===== config.mk =====
export PLATFORM = sky130hd
export DESIGN_NAME = spi_master_controller
export DESIGN_NICKNAME = d
export VERILOG_FILES = /design/src/rtl/spi_master_controller.sv
export SDC_FILE = /design/constraint.sdc
export NUM_CORES = 1
export LEC_CHECK = 0
export ABC_CLOCK_PERIOD_IN_PS = 4100
export BUFFER_PORTS_ARGS = -buffer_cell sky130_fd_sc_hd__clkbuf_2
export CAP_MARGIN = 20
export CORE_MARGIN = 5
export CORE_UTILIZATION = 55
export DETAILED_ROUTE_END_ITERATION = 7
export PLACE_DENSITY = 0.83
export RECOVER_POWER = 100
export SYNTH_ARGS = -nofsm -noshare
export SYNTH_HDL_FRONTEND = slang
export SYNTH_SLANG_ARGS = --single-unit

===== constraint.sdc =====
create_clock -name clk -period 4.1 [get_ports clk]
set_clock_uncertainty 0.2 [all_clocks]
set_input_delay 0.82 -clock clk [delete_from_list [all_inputs] [get_ports clk]]
set_output_delay 0.82 -clock clk [all_outputs]
set_load 0.02 [all_outputs]

===== src/rtl/spi_master_controller.sv =====
// SPI master, mode 0 (CPOL=0, CPHA=0), LSB-first, full duplex.
// One parallel word is accepted over a valid/ready handshake, shifted out on
// mosi while miso is captured, and the received word is returned with a
// single-cycle rxValid pulse. Every FSM state lasts CLK_DIV clk cycles.
module spi_master_controller #(
  parameter int WIDTH   = 8,
  parameter int CLK_DIV = 5
) (
  input  logic             clk,
  input  logic             resetN,
  input  logic [WIDTH-1:0] txData,
  input  logic             txValid,
  output logic             txReady,
  output logic [WIDTH-1:0] rxData,
  output logic             rxValid,
  output logic             busy,
  output logic             sclk,
  output logic             csN,
  output logic             mosi,
  input  logic             miso
);

  localparam int DIV_W = (CLK_DIV > 1) ? $clog2(CLK_DIV) : 1;
  localparam int BIT_W = $clog2(WIDTH + 1);
  localparam logic [DIV_W-1:0] DIV_LAST = DIV_W'(CLK_DIV - 1);
  localparam logic [BIT_W-1:0] BIT_LAST = BIT_W'(WIDTH);

  typedef enum logic [2:0] {
    IDLE,
    SETUP,
    HIGH,
    LOW,
    GAP
  } state_e;

  state_e           state_q, state_d;
  logic [DIV_W-1:0] div_q, div_d;
  logic [BIT_W-1:0] bit_cnt_q, bit_cnt_d;
  logic [WIDTH-1:0] tx_shift_q, tx_shift_d;
  logic [WIDTH-1:0] rx_shift_q, rx_shift_d;
  logic [WIDTH-1:0] rx_data_q, rx_data_d;
  logic             rx_valid_q, rx_valid_d;
  logic             sclk_q, sclk_d;
  logic             csn_q, csn_d;

  logic div_done;
  logic tx_ready;
  logic accept;

  // The last GAP cycle already counts as ready so that a held txValid starts
  // the next frame with csN high for exactly CLK_DIV cycles.
  assign div_done = (div_q == DIV_LAST);
  assign tx_ready = (state_q == IDLE) || ((state_q == GAP) && div_done);
  assign accept   = txValid && tx_ready;

  // Next-state, divider, counters and shift registers for one frame.
  always_comb begin
    state_d    = state_q;
    div_d      = div_done ? '0 : div_q + 1'b1;
    bit_cnt_d  = bit_cnt_q;
    tx_shift_d = tx_shift_q;
    rx_shift_d = rx_shift_q;
    rx_data_d  = rx_data_q;
    rx_valid_d = 1'b0;
    case (state_q)
      IDLE: begin
        div_d = '0;
        if (accept) begin
          state_d    = SETUP;
          tx_shift_d = txData;
          bit_cnt_d  = '0;
        end
      end
      SETUP: begin
        if (div_done) begin
          state_d    = HIGH;
          rx_shift_d = {miso, rx_shift_q[WIDTH-1:1]};
          bit_cnt_d  = bit_cnt_q + 1'b1;
        end
      end
      HIGH: begin
        // Zeros fill from the top, so mosi reads 0 once the last bit is gone.
        if (div_done) begin
          state_d    = LOW;
          tx_shift_d = {1'b0, tx_shift_q[WIDTH-1:1]};
        end
      end
      LOW: begin
        if (div_done) begin
          if (bit_cnt_q == BIT_LAST) begin
            state_d    = GAP;
            rx_data_d  = rx_shift_q;
            rx_valid_d = 1'b1;
          end else begin
            state_d    = HIGH;
            rx_shift_d = {miso, rx_shift_q[WIDTH-1:1]};
            bit_cnt_d  = bit_cnt_q + 1'b1;
          end
        end
      end
      GAP: begin
        if (div_done) begin
          if (accept) begin
            state_d    = SETUP;
            tx_shift_d = txData;
            bit_cnt_d  = '0;
          end else begin
            state_d = IDLE;
          end
        end
      end
      default: begin
        state_d = IDLE;
      end
    endcase
    sclk_d = (state_d == HIGH);
    csn_d  = !((state_d == SETUP) || (state_d == HIGH) || (state_d == LOW));
  end

  // FSM state register.
  always_ff @(posedge clk or negedge resetN) begin
    if (!resetN) begin
      state_q <= IDLE;
    end else begin
      state_q <= state_d;
    end
  end

  // Datapath and registered serial outputs; reset aborts any frame in flight.
  always_ff @(posedge clk or negedge resetN) begin
    if (!resetN) begin
      div_q      <= '0;
      bit_cnt_q  <= '0;
      tx_shift_q <= '0;
      rx_shift_q <= '0;
      rx_data_q  <= '0;
      rx_valid_q <= 1'b0;
      sclk_q     <= 1'b0;
      csn_q      <= 1'b1;
    end else begin
      div_q      <= div_d;
      bit_cnt_q  <= bit_cnt_d;
      tx_shift_q <= tx_shift_d;
      rx_shift_q <= rx_shift_d;
      rx_data_q  <= rx_data_d;
      rx_valid_q <= rx_valid_d;
      sclk_q     <= sclk_d;
      csn_q      <= csn_d;
    end
  end

  assign txReady = tx_ready;
  assign busy    = !tx_ready;
  assign sclk    = sclk_q;
  assign csN     = csn_q;
  assign mosi    = tx_shift_q[0];
  assign rxData  = rx_data_q;
  assign rxValid = rx_valid_q;

endmodule


Word level (Yosys, flattened, before mapping)
Index checks and enable logic that the tools add are counted.
- word-level logic and storage cells: 67
- bits of input ports: 12
- register bits after elaboration: 37
- reductions and logical operators: 15
- $add $sub $neg: 2
- equal/unequal tests: 14
- mux-type cells: 27
- operators by type and width (cell ; number):
    2-to-1 mux 8 bit ; 6
    2-to-1 mux 3 bit ; 8
    case mux 8 bit (3 select lines) ; 1
    2-to-1 mux 4 bit ; 5
    case mux 4 bit (4 select lines) ; 1
    case mux 8 bit (2 select lines) ; 1
    case mux 3 bit (5 select lines) ; 1
    == test 3 x 2 -> 1 bit (second input constant) ; 4
    != test 2 bit (second input constant) ; 5
    == test 3 x 1 -> 1 bit (second input constant) ; 2
    == test 3 bit (second input constant) ; 2
    AND reduction 3 bit ; 2
    AND reduction 5 bit ; 1
    adder 4 x 1 -> 4 bit (second input constant) ; 1
    == test 4 bit (second input constant) ; 1
    2-to-1 mux 1 bit ; 4
    AND reduction 4 bit ; 1
    nonzero test 4 bit ; 1
    adder 3 x 1 -> 3 bit (second input constant) ; 1
    logical NOT 3 bit ; 1
    logical OR 1 bit ; 3
    nonzero test 3 bit ; 1
    logical AND 1 bit ; 2
    logical NOT 1 bit ; 2
    nonzero test 2 bit ; 1

Longest topological paths before layout
- word-level depth: 11
- gate-level depth with buffers: 7
- depth with buffers taken out: 6

Worst setup path after synthesis
No wires, ideal clock.
- kind: register to output
- from: register div_q[0]
- to: output port busy
- data arrival time: 1.216 ns
- required time: 3.080 ns
- path buffers: 0
- cell stages (with the launch flop): 6
- path slack: 1.864 ns
- cells stage by stage: dfrtp_1 inv_1 ha_1 a21bo_2 and2_1 inv_1
- cells in the longest elaborated chain, start to end: 4
- RTL lines (what ; line ; text):
    start: declaration ; 37 ; logic [DIV_W-1:0] div_q, div_d;
    start signal: assignment ; 141 ; div_q <= div_d;
    == test 3 bit ; 52 ; assign div_done = (div_q == DIV_LAST);
    logical AND 1 bit ; 53 ; assign tx_ready = (state_q == IDLE) || ((state_q == GAP) && div_done);
    logical OR 1 bit ; 53 ;
    net txReady ; 13 ; output logic txReady,
    logical NOT 1 bit ; 153 ; assign busy = !tx_ready;
    end: declaration ; 16 ; output logic busy,
The timed path passes the listed nets, and every way through them passes these cells.

Final worst setup path
- from: register div_q[0]
- to: output port busy
- cells in the longest elaborated chain, start to end: 4
- RTL lines (what ; line):
    == test 3 bit ; 52
    logical AND 1 bit ; 53
    logical OR 1 bit ; 53
    logical NOT 1 bit ; 153
Every way passes these cells.

==> results.py <==
metrics = {
    "final_layout": {
        "finish.instance_area_sq_um": 1850,
        "areaGrowthSynthToFinish_pct": 9.55,
        "diodes": 0,
        "number_of_nets_in_the_finished_design": 169,
        "layout-drive-gt1-share": 0.370,
        "final_cells": 187,
    },
    "setup_path": {
        "arrival_time_of_data_at_the_critical_path_endpoint_ns": 1.69,
        "worst_setup_path_end_kind": "output pin",
        "critical_path.startpoint_type": "register",
        "worst-path-max-fanout": 6,
        "crit_required_ns": 3.08,
        "critical_path_class": "register to output pin",
    },
    "route": {
        "wire_per_inst_microns": 14.0,
        "drt-total-wl_mm": 2.62,
        "first_pass_iters": 4,
        "via_per_inst": 5.67,
        "dr_total_vias": 1060,
        "drc": 0,
        "detailedRoute.firstIterationViolations": 53,
        "postRouteAntennaNets": 0,
    },
    "placement": {
        "globalplace.congestion": 0.736,
        "dpl.cell_count": 179,
        "post_dp_cell_area_sq_um": 1830,
        "io_buffers": 25,
        "detailed_place_hpwl_mm": 1.90,
    },
    "yosys": {
        "postSynthAreaPerCell_sq_um": 13.5,
        "synth_edf_count": 0,
        "synthMostInstantiatedCell": "sky130_fd_sc_hd__dfrtp_1",
        "synth-async-reset-ratio": 1.00,
        "synthDistinctLibCells": 30,
        "seq_area_frac_synth": 0.548,
        "synth_top_area_share": 0.533,
        "synth_seq_cells": 37,
        "synth_top_cell_by_area": "sky130_fd_sc_hd__dfrtp_1",
        "synth-warning-count": 0,
        "synth.top_cells.by_count": "sky130_fd_sc_hd__dfrtp_1, sky130_fd_sc_hd__mux2_2, sky130_fd_sc_hd__inv_1",
        "synth_fp_nets": 141,
        "netlist_instances": 125,
        "postSynth.topFlopCell": "sky130_fd_sc_hd__dfrtp_1",
        "synthTopCellsByArea": "sky130_fd_sc_hd__dfrtp_1, sky130_fd_sc_hd__mux2_2, sky130_fd_sc_hd__ha_1, sky130_fd_sc_hd__dfstp_2, sky130_fd_sc_hd__inv_1",
        "synth.cell_area_sq_um": 1690,
    },
    "cts": {
        "post_cts_resize_count": 0,
        "cts-root-buf": "sky130_fd_sc_hd__clkbuf_4",
        "cts.sink_count": 37,
        "tritoncts": "yes",
        "post_cts_hold_buffer_count": 0,
        "htree_levels": 2,
        "cts_post_setup_buffers_inserted": 0,
        "clkTransAtPathRegs_ns": 0.11,
        "cts_max_path_buffers": 2,
        "cts_buf_count": 5,
        "worstSkewPairLatency_ns": 0.34,
    },
    "power_and_ir_drop": {
        "powerDensity_nw_per_um2": 573,
        "ir_drop_mv": 0.336,
        "post-layout-total-power_uw": 1060,
        "leakage_uw": 0.000859,
    },
    "grt": {
        "grt.total_usage": 0.144,
        "first_pass_grt_wire_length_mm": 4.71,
        "initial_antenna_violation_count": 0,
        "number_of_global_route_vias_before_repair": 1087,
        "largest_net_degree_at_the_start_of_global_routing": 38,
        "grt-ovfl-total": 0,
    },
    "worst_hold_path": {
        "timing.hold.worst.class": "register to register",
    },
    "sta": {
        "finalCriticalPeriod_ns": 2.71,
        "rsz_0062_raised_after_global_routing": "false",
        "timing.slew.headroom": -0.227,
        "max_freq_mhz": 369,
        "timing.final.setup_violations": 0,
        "whs_ns": 0.283,
        "post-route-period-util": 0.661,
        "maxSlewViolCount": 38,
        "report.final.hold_viol_count": 0,
        "finalSetupTns_ns": 0,
        "worst-slew-pin-transition_ns": 1.84,
    },
    "floorplan": {
        "design.portCount": 26,
        "dieWidth_microns": 65.4,
        "core_area_sq_um": 3000,
        "rows": 20,
        "floorplan.initialDensity": 0.563,
        "die_y_microns": 65.4,
        "design.die.area_sq_um": 4280,
    },
    "run_status": {
        "violated_checks": "max-capacitance violations, max-slew violations",
        "status": "finished with violations",
    },
    "flow_run": {
        "maxCapViolCount": 1,
    },
}
registers in the layout, indices dropped and copies added (netlist names):
register / cells
sclk: 1
div_q: 3
rx_shift_q: 8
state_q: 3
csN: 1
tx_shift_q: 8
rxData: 8
rxValid: 1
bit_cnt_q: 4
report_power, final:
| group | leakage [uW] | total [uW] | switching, uW | internal [uW] |
|---|---|---|---|---|
| sequential | 0.000480 | 545 | 79.2 | 466 |
| combinational | 0.000338 | 302 | 143 | 160 |
| clock | 0.0000413 | 213 | 114 | 99.4 |
| total | 0.000859 | 1060 | 336 | 725 |
cells in the final DEF, fill, tap and decap left out, types with 3 or more instances in the layout:
cell	count
sky130_fd_sc_hd__a21oi_1	4
sky130_fd_sc_hd__clkbuf_1	15
sky130_fd_sc_hd__clkbuf_2	10
sky130_fd_sc_hd__clkbuf_4	5
sky130_fd_sc_hd__dfrtp_1	36
sky130_fd_sc_hd__ha_1	4
sky130_fd_sc_hd__inv_1	7
sky130_fd_sc_hd__mux2_2	32
sky130_fd_sc_hd__nand2_1	5
sky130_fd_sc_hd__nand3_1	4
sky130_fd_sc_hd__nor3_1	3
sky130_fd_sc_hd__o21ai_0	3
per-layer routing:
layer	share of wire	wire, microns	global-route usage
met5	0	0	0
met4	0.016	41	0.0544
met3	0.052	137	0.0564
met2	0.51	1330	0.239
met1	0.42	1110	0.168
stage by stage:
stage	util	setup WS (ns)
2_1_floorplan	-	1.86
3_3_place_gp	0.608	1.81
3_5_place_dp	0.608	1.79
4_1_cts	0.631	1.43
5_1_grt	0.617	1.18
6_report	0.617	1.39
cell type report:
cell class	instances	area, sq um
inverter	7	26.3
sequential	37	927
multi-input combinational	77	681
fill	256	1150
clock buffer	7	65.1
clock inverter	1	5.00
tap	33	41.3
timing repair buffer	25	106
worst max-delay path, stage by stage (launching register included):
cell                       delay [ns]
sky130_fd_sc_hd__dfrtp_1         0.39
sky130_fd_sc_hd__inv_1           0.06
sky130_fd_sc_hd__ha_1            0.26
sky130_fd_sc_hd__a21bo_2         0.22
sky130_fd_sc_hd__and2_1          0.16
sky130_fd_sc_hd__inv_1           0.05
sky130_fd_sc_hd__clkbuf_1        0.22
final timing paths:
| path | from | endpoint | slack, ns | depth (start not counted) |
|---|---|---|---|---|
| setup / recovery | div_q[0] | busy | 1.39 | 6 |
| hold / removal | div_q[0] | div_q[0] | 0.28 | 1 |
| setup reg to reg | div_q[0] | tx_shift_q[6] | 1.41 | 5 |
| hold reg to reg | div_q[0] | div_q[0] | 0.28 | 1 |
| max in group asynchronous | resetN | bit_cnt_q[3] | 1.87 | 1 |
| min in group asynchronous | resetN | sclk | 0.76 | 1 |
cell families after synthesis:
family          share of synthesized area
compound gates                     0.0696
fa+ha+maj                          0.0296
buf+inv                            0.0341
flops                               0.548
mux                                 0.225
simple gates                       0.0933
(Power assumes the default switching activity.)
